**src/rtl/rv32_pkg.sv**
```systemverilog
// Shared RV32 types: the datapath word, ALU operation select, and the
// per-requester ALU request bundle used by the shared-ALU arbiter.
package rv32_pkg;

    typedef logic [31:0] rv32_word;

    typedef enum logic [3:0] {
        ALU_ADD  = 4'd0,
        ALU_SUB  = 4'd1,
        ALU_AND  = 4'd2,
        ALU_OR   = 4'd3,
        ALU_XOR  = 4'd4,
        ALU_SLL  = 4'd5,
        ALU_SRL  = 4'd6,
        ALU_SRA  = 4'd7,
        ALU_SLT  = 4'd8,
        ALU_SLTU = 4'd9
    } alu_opsel_t;

    typedef struct packed {
        rv32_word   op1;
        rv32_word   op2;
        alu_opsel_t opsel;
    } alu_req_t;

    localparam int ALU_ARB_MAX_REQ = 8;

endpackage

```
**src/rtl/rv32_int_alu.sv**
```systemverilog
// Combinational RV32 integer ALU; all arithmetic wraps modulo 2^32 and
// shift amounts use the low five bits of op2.
module rv32_int_alu
    import rv32_pkg::*;
(
    input  rv32_word   op1,
    input  rv32_word   op2,
    input  alu_opsel_t opsel,
    output rv32_word   result
);

    always_comb begin
        result = '0;
        case (opsel)
            ALU_ADD:  result = op1 + op2;
            ALU_SUB:  result = op1 - op2;
            ALU_AND:  result = op1 & op2;
            ALU_OR:   result = op1 | op2;
            ALU_XOR:  result = op1 ^ op2;
            ALU_SLL:  result = op1 << op2[4:0];
            ALU_SRL:  result = op1 >> op2[4:0];
            ALU_SRA:  result = rv32_word'($signed(op1) >>> op2[4:0]);
            ALU_SLT:  result = {31'd0, $signed(op1) < $signed(op2)};
            ALU_SLTU: result = {31'd0, op1 < op2};
            default:  result = '0;
        endcase
    end

endmodule

```
**src/rtl/rv32_rr_arbiter.sv**
```systemverilog
// Combinational round-robin picker: grants the first set req bit at or after
// ptr (wrapping). The pointer itself is owned by the instantiating module.
module rv32_rr_arbiter #(
    parameter  int N  = 4,
    localparam int IW = $clog2(N)
) (
    input  logic [N-1:0]  req,
    input  logic [IW-1:0] ptr,
    input  logic          enable,
    output logic [N-1:0]  grant,
    output logic [IW-1:0] grant_idx
);

    int idx;

    always_comb begin
        grant     = '0;
        grant_idx = '0;
        idx       = 0;
        if (enable) begin
            // Scan from farthest to nearest so the candidate closest to ptr wins.
            for (int k = N - 1; k >= 0; k--) begin
                idx = (int'(ptr) + k) % N;
                if (req[idx]) begin
                    grant      = '0;
                    grant[idx] = 1'b1;
                    grant_idx  = IW'(idx);
                end
            end
        end
    end

endmodule

```
**src/rtl/rv32_alu_arbiter.sv**
```systemverilog
// Shares one rv32_int_alu between NUM_REQ requesters with round-robin grant
// and a single registered, id-tagged response. Optional: ALU_ARB_STATS_EN.
module rv32_alu_arbiter
    import rv32_pkg::*;
#(
    parameter  int NUM_REQ = 4,
    localparam int ID_W    = $clog2(NUM_REQ)
) (
    input  logic               clk,
    input  logic               reset,
    input  logic [NUM_REQ-1:0] req_valid,
    output logic [NUM_REQ-1:0] req_ready,
    input  logic [31:0]        req_op1   [NUM_REQ],
    input  logic [31:0]        req_op2   [NUM_REQ],
    input  alu_opsel_t         req_opsel [NUM_REQ],
    output logic               rsp_valid,
    input  logic               rsp_ready,
    output logic [ID_W-1:0]    rsp_id,
    output logic [31:0]        rsp_result
`ifdef ALU_ARB_STATS_EN
    ,
    output logic [31:0]        grant_count [NUM_REQ]
`endif
);

    logic              rsp_valid_reg;
    logic [ID_W-1:0]   rsp_id_reg;
    rv32_word          rsp_result_reg;
    logic [ID_W-1:0]   rr_ptr_reg;
    logic [ID_W-1:0]   rr_ptr_next;

    logic              can_accept;
    logic              accept;
    logic [NUM_REQ-1:0] grant;
    logic [ID_W-1:0]   grant_idx;
    alu_req_t          req_bus [NUM_REQ];
    alu_req_t          sel_req;
    rv32_word          alu_result;

    for (genvar gi = 0; gi < NUM_REQ; gi++) begin : g_req_bus
        assign req_bus[gi] = '{op1: req_op1[gi], op2: req_op2[gi], opsel: req_opsel[gi]};
    end

    // Accepting while the head drains keeps one op per cycle with no bubble.
    assign can_accept = !rsp_valid_reg || rsp_ready;

    rv32_rr_arbiter #(.N(NUM_REQ)) u_rr (
        .req       (req_valid),
        .ptr       (rr_ptr_reg),
        .enable    (can_accept && !reset),
        .grant     (grant),
        .grant_idx (grant_idx)
    );

    assign accept    = |grant;
    assign req_ready = grant;
    assign sel_req   = req_bus[grant_idx];

    rv32_int_alu u_alu (
        .op1    (sel_req.op1),
        .op2    (sel_req.op2),
        .opsel  (sel_req.opsel),
        .result (alu_result)
    );

    assign rr_ptr_next = (grant_idx == ID_W'(NUM_REQ - 1)) ? '0 : grant_idx + 1'b1;

    always_ff @(posedge clk) begin
        if (reset) begin
            rsp_valid_reg  <= 1'b0;
            rsp_id_reg     <= '0;
            rsp_result_reg <= '0;
            rr_ptr_reg     <= '0;
        end else if (accept) begin
            rsp_valid_reg  <= 1'b1;
            rsp_id_reg     <= grant_idx;
            rsp_result_reg <= alu_result;
            rr_ptr_reg     <= rr_ptr_next;
        end else if (rsp_ready) begin
            rsp_valid_reg  <= 1'b0;
        end
    end

    assign rsp_valid  = rsp_valid_reg;
    assign rsp_id     = rsp_id_reg;
    assign rsp_result = rsp_result_reg;

`ifdef ALU_ARB_STATS_EN
    for (genvar gi = 0; gi < NUM_REQ; gi++) begin : g_stats
        logic [31:0] count_reg;

        always_ff @(posedge clk) begin
            if (reset) begin
                count_reg <= '0;
            end else if (grant[gi]) begin
                count_reg <= count_reg + 32'd1;
            end
        end

        assign grant_count[gi] = count_reg;
    end
`endif

endmodule

```
**config.mk**
```make
export PLATFORM = sky130hd
export DESIGN_NAME = rv32_alu_arbiter
export DESIGN_NICKNAME = d
export VERILOG_FILES = /design/src/rtl/rv32_pkg.sv /design/src/rtl/rv32_int_alu.sv /design/src/rtl/rv32_rr_arbiter.sv /design/src/rtl/rv32_alu_arbiter.sv
export SDC_FILE = /design/constraint.sdc
export NUM_CORES = 1
export LEC_CHECK = 0
export CORE_MARGIN = 1.5
export CORE_UTILIZATION = 30
export CTS_BUF_LIST = sky130_fd_sc_hd__clkbuf_4 sky130_fd_sc_hd__clkbuf_8 sky130_fd_sc_hd__clkbuf_16
export DETAILED_ROUTE_END_ITERATION = 10
export PLACE_DENSITY_LB_ADDON = 0.25
export SETUP_SLACK_MARGIN = 0.05
export SYNTH_ARGS = -nofsm -noshare
export SYNTH_HDL_FRONTEND = slang
export SYNTH_HIERARCHICAL = 1
export SYNTH_SLANG_ARGS = --single-unit
```
**constraint.sdc**
```tcl
create_clock -name clk -period 7.1 [get_ports clk]
set_clock_uncertainty 0.15 [all_clocks]
set_input_delay 2.13 -clock clk [delete_from_list [all_inputs] [get_ports clk]]
set_output_delay 2.13 -clock clk [all_outputs]
set_load 0.01 [all_outputs]
```
==> metrics, run 1 <==
outcome finished clean; Setup crit end kind register; critical path required time approximately 7 ns; Reg2Reg Depth 23; initial antenna violation count 1; vias per cell approximately 5.6; Fillers slightly below 4000; hold endpoint rsp_result[1]$_SDFFE_PP0P_; Tmin final 6.926 ns; Slew @ Worst Pin around 0.76 ns; Yosys cell types between 80 and 90; smallest hold slack about 0.32 ns; post-synthesis mux area share 0.2804; top cell type by total area after synthesis mux4_2; power consumption around 0.0094 W; Die X about 200 um; Synth Register Bits 37; fin cells around 2700; Mapped Area between 10000 and 15000 um^2; root buffer cell clkbuf_16; top cells by area, synth mux4_2, ha_1, mux2i_1, dfxtp_1, o21ai_0; crit-path most repeated cell buf_4; Post-Synth Simple-Gate Area 0.1862; post-route cell area a little under 20000 um^2; deepest clock path buffer count 2; Post-Route Utilization 0.4917; CP Class in2reg; DR vias between 15000 and 20000; largest family of logic cells by synthesized area multiplexers; ANT nets after route 0; asr flop ratio synth 0; H-Tree Depth 2; P per Cell Area 480.8 nW/um^2; top cells by count, synth nor2_1, o21ai_0, nand2_1; Finish-stage setup viols 0; Critical Path Fanout Max 84; CTS tree done; RSZ-0062 raised after global routing false; Hold Startpoint rsp_result[1]$_SDFFE_PP0P_; clk sinks 37; CP Launch Type input pin; DR iter-0 viols ~1500; row count between 70 and 80; Multi-input gate area ~11000 um^2; largest net degree at the start of global routing 85; Fin. Hold Viols 0; final period utilization 0.9754; Clock transition at path regs 0.05 ns; maximum VDD drop roughly 0.00017 V; WL per Instance 21.89 um; Initial Util 0.3053; worst endpoint data arrival time slightly below 7 ns; most numerous cell in the Yosys netlist nor2_1; Inserted Clock Buffers 5; Mapped Nets between 1500 and 2000; vias in the first global route between 15000 and 20000; R2R Path End rsp_result[27]$_SDFFE_PP0P_; warnings from Yosys 6; DP Wirelength a little over 50000 um; Seq/Total Area, Yosys 0.06079; Final Max Tran Viols 0; DR pass1 iterations 6; die area roughly 42000 um^2; adder-cell share of the synthesized area 0.1132; IO Port Bufs around 320; Worst-Skew Late Latency between 0.2 and 0.3 ns; Die H roughly 200 um; Max Fclk ~0.14 GHz; P_leak 8.359 nW; register area roughly 740 um^2; core box area roughly 40000 um^2; worst min-delay path category reg2reg; xor-xnor portion of the synthesized cell area 0.01438; Largest register FFs 32; max cap viols 0; Synth Flop Type dfxtp_1; # IOs about 320; Synth Area in Compound Gates 0.2560; fraction of layout instances using a drive strength above 1 0.3063; Synth Area per Inst roughly 7.9 um^2; r2r setup slk ~1.2 ns; dpl cells 2718; Critical R2R Launch rr_ptr_reg[1]$_SDFFE_PP0P_; Post-Place Cell Area 18990 um^2; slew margin rel. 0.4931; gr usage total 0.2774; Post-synth EDFFs 0; Worst path max stage delay 0.68 ns; Worst Hold Depth 2; Cell Chain, Critical Path clkdlybuf4s50_1 -> nand2b_4 -> nor2b_4 -> buf_6 -> o211ai_1 -> o21ai_4 -> buf_12 -> mux4_4 -> buf_6 -> buf_4 -> buf_12 -> mux4_2 -> o21ai_0 -> buf_4 -> a21boi_0 -> a211oi_1 -> a21oi_1 -> buf_4 -> nor3_1 -> nand3_1 -> nand2b_1 -> mux2i_1; Critical-path top delay cell mux4_4; GPL Wtd Cong 1.010; Final nets ~2600; first-pass GRT wire length 88650 um; DR DRC count 0; cells after synthesis 1533; DRT Wirelength 60110 um; post-synth top area share 0.1922; Layout area overhead 61.09%; grt ovf 0
==> critical path, delay by kind of cell <==
kind	cells	cell delay, ns
AND/OR/NAND/NOR	5	0.90
buffers and inverters	8	1.56
AO/OA/AOI/OAI	6	0.98
multiplexers	3	1.27
==> power by group <==
part / internal, W / leakage [nW] / switching, W
clock: 0.000148 / 0.0799 / 0.0000827
combinational: 0.00420 / 7.98 / 0.00465
sequential: 0.000301 / 0.302 / 0.0000513
total: 0.00465 / 8.36 / 0.00478
==> cell families (layout without fill, tap and decap cells) <==
family | after synthesis | in the layout
flip-flops | 37 | 37
adder cells (fa/ha/maj) | 109 | 109
multiplexers | 210 | 210
AO/OA/AOI/OAI | 470 | 470
other | 0 | 1
XOR/XNOR | 20 | 20
AND/OR/NAND/NOR | 462 | 462
buffers and inverters | 225 | 912
==> routing by layer <==
layer | wire length (um) | GRT usage | part of all wire | up-vias
li1 | - | - | - | 7136
met1 | 27130 | 0.3942 | 0.45 | 7403
met2 | 27000 | 0.4449 | 0.45 | 686
met3 | 4435 | 0.02959 | 0.074 | 80
met4 | 1528 | 0.07090 | 0.025 | 2
met5 | 19 | 0 | 0.00032 | -
==> area by class of cell <==
type | instances | area share
clock inverter | 1 | 0.0002550
antenna | 1 | 0.0001275
clock buffer | 7 | 0.007777
timing repair buffer | 806 | 0.3593
sequential | 37 | 0.03774
tap | 525 | 0.03347
inverter | 98 | 0.01887
multi-input combinational | 1271 | 0.5424
==> how the worst max path moves through the flow <==
stage,start,to
floorplan,req_valid[2],rsp_result[30]$_SDFFE_PP0P_
global placement,req_valid[3],rsp_result[30]$_SDFFE_PP0P_
detailed placement,req_valid[3],rsp_result[30]$_SDFFE_PP0P_
CTS,req_valid[3],rsp_result[28]$_SDFFE_PP0P_
global route,rsp_ready,rsp_result[28]$_SDFFE_PP0P_
finish,rsp_ready,rsp_result[27]$_SDFFE_PP0P_
==> layout by cell type, fill, tap and decap left out, types with 87 or more instances in the layout <==
master and instances:
inv_1 87, buf_4 465, ha_1 102, o21ai_0 105, nand2_1 109, nor2_1 129
clkdlybuf4s50_1 312, mux2i_1 94, mux4_2 103, a21oi_1 101
==> per-stage QoR <==
step	setup TNS (ns)	worst slack, ns
floorplan	0	0.06612
global route	0	0.03209
CTS	0	0.05123
finish	0	0.1745
detailed placement	-14.31	-1.117
global placement	-12.37	-1.260
==> what timing repair did <==
item,CTS,global route
hold buffers,0,0
endpoints found under the setup margin,27,22
pin swaps,13,19
gates resized for setup,37,60
cloned,0,1
endpoints found under the hold margin,0,0
buffers inserted,11,7
No activity file was read; power rests on OpenSTA's default activity.
==> run 2: changes to the inputs <==
Settings changed: CORE_MARGIN 1.5 to 2.
==> metrics, run 2 (synthesis gave the netlist of run 1 again) <==
outcome finished clean; DRT Wirelength 60040 um (-0.13%); maximum VDD drop 0.0001940 V (+11%); WL per Instance 21.60 um (-1.3%); largest net degree at the start of global routing 85 (unchanged); # IOs 318 (unchanged); Inserted Clock Buffers 5 (unchanged); vias per cell 5.510 (-1.2%); P_leak 8.528 nW (+2.0%); first-pass GRT wire length 89020 um (+0.41%); Slew @ Worst Pin 0.7896 ns (+0.02921 ns); Flop pwr share 0.037 (about the same); register area 740.7 um^2 (unchanged); max cap viols 0 (unchanged); DP Wirelength 50460 um (-0.37%); Fillers 3882 (-1.3%); core box area 39910 um^2 (unchanged); Comb power frac 0.933 (-0.005); slew margin rel. 0.4736 (-0.01947); DR pass1 iterations 6 (unchanged); Worst-Skew Late Latency 0.29 ns (about the same); die area 42240 um^2 (+0.98%); DR iter-0 viols 1471 (-0.81%); Setup crit end kind register; initial antenna violation count 2 (+1); H-Tree Depth 2 (unchanged); smallest hold slack 0.3244 ns (+0.002410 ns); grt ovf 0 (unchanged); gr usage total 0.2761 (-0.001358); P per Cell Area 480.9 nW/um^2 (about the same); deepest clock path buffer count 2 (unchanged); leading cell types in the layout, fill and taps excluded buf_4, clkdlybuf4s50_1, nor2_1, nand2_1, o21ai_0; Initial Util 0.3053 (unchanged); DR DRC count 0 (unchanged); Layout area overhead 63.32%; RSZ-0062 raised after global routing false; Finish-stage setup viols 0 (unchanged); GPL Wtd Cong 1.025 (+1.5%); Max Fclk 0.1441 GHz (-0.21%); Final Max Tran Viols 0 (unchanged); IO Port Bufs 317 (unchanged); vias in the first global route 15000 (-0.44%); r2r setup slk 1.23 ns (about the same); Fin. Hold Viols 0 (unchanged); Clock transition at path regs 0.06 ns (about the same); final period utilization 0.9775 (+0.002061); fraction of layout instances using a drive strength above 1 0.3147 (+0.008385); root buffer cell clkbuf_16; CP Launch Type input pin; DR vias 15310 (+0.033%); most common cell after layout, fill and taps aside buf_4; Final nets 2640 (+1.3%); CTS tree done; Critical Path Fanout Max 7 (-92%); ANT nets after route 0 (unchanged); dpl cells 2748 (+1.1%); CP Class in2reg; critical path required time 7.17 ns (+0.06 ns); Multi-input gate area 10670 um^2 (+0.22%); switching pwr 0.004777 W (-0.15%); Die H 205.5 um (+0.49%); worst min-delay path category reg2reg; Largest register FFs 32 (unchanged); Post-Place Cell Area 19230 um^2 (+1.3%); worst endpoint data arrival time 7.01 ns (+0.07 ns); design internal power 0.004792 W (+3.0%); fin cells 2779 (+1.2%); Tmin final 6.940 ns (+0.01464 ns); clock network power share 0.030 (+0.005); post-route cell area 19900 um^2 (+1.4%); Die X 205.5 um (+0.49%); row count 73 (unchanged); clk sinks 37 (unchanged); switching power share of the total 0.4993 (-0.007700)
-- run 2: critical path: stages --
cell and delay (ns):
clkdlybuf4s15_1 0.19, mux4_2 0.54, nor2b_4 0.13, o211ai_1 0.14
o21ai_4 0.12, buf_12 0.16, buf_12 0.14, mux4_2 0.60
inv_1 0.14, ha_2 0.33, or4_4 0.58, a31oi_4 0.26
nor4b_4 0.10, o21ai_2 0.21, a31oi_2 0.12, buf_4 0.16
or4_4 0.42, a21oi_2 0.18, a211o_1 0.17, nand2b_1 0.06
mux2i_1 0.11
-- run 2: per-stage QoR --
stage | setup WS, ns | total power, W | setup TNS, ns | utilization
after global placement | -0.5896 | 0.008736 | -8.174 | 0.4818
after detailed placement | -0.6577 | 0.008763 | -9.836 | 0.4818
after floorplan | 0.06612 | 0.004850 | 0 | -
final | 0.1598 | 0.009569 | 0 | 0.4985
after CTS | 0.09201 | 0.009237 | 0 | 0.4920
after global routing | 0.01979 | 0.01017 | 0 | 0.4985
-- run 2: final timing paths --
kind	start	endpoint	cells past startpoint
hold reg to reg	rsp_result[9]$_SDFFE_PP0P_	rsp_result[9]$_SDFFE_PP0P_	2
hold / removal	rsp_result[9]$_SDFFE_PP0P_	rsp_result[9]$_SDFFE_PP0P_	2
setup reg to reg	rr_ptr_reg[1]$_SDFFE_PP0P_	rsp_result[25]$_SDFFE_PP0P_	23
setup / recovery	req_valid[2]	rsp_result[25]$_SDFFE_PP0P_	21
-- run 2: cell type report --
cell class	instances	area share
diodes	1	0.0001258
well taps	525	0.03301
clock buffers	5	0.006288
inverters	98	0.01861
flip-flops and latches	37	0.03722
clock inverters	3	0.003270
multi-input cells	1271	0.5362
repair buffers	839	0.3653
-- run 2: per-layer routing --
| layer | part of all wire | vias to the layer above | track usage |
|---|---|---|---|
| li1 | - | 7196 | - |
| met1 | 0.45 | 7354 | 0.3952 |
| met2 | 0.44 | 684 | 0.4322 |
| met3 | 0.086 | 76 | 0.04023 |
| met4 | 0.025 | 2 | 0.07014 |
| met5 | 0.00012 | - | 0 |
-- run 2: power groups by stage --
stage                     sequential, W  clock (W)  combinational (W)
after detailed placement       0.000358          0            0.00841
final                          0.000354   0.000289            0.00893
after CTS                      0.000354   0.000296            0.00859
after global routing           0.000365   0.000305            0.00950
after global placement         0.000356          0            0.00838
after floorplan                0.000393          0            0.00446
-- run 2: repair_timing --
item	CTS	global route
pin swaps	9	18
gates resized for setup	27	53
cloned	1	0
hold buffers	0	0
endpoints found under the hold margin	0	0
endpoints found under the setup margin	18	19
buffers inserted	9	12
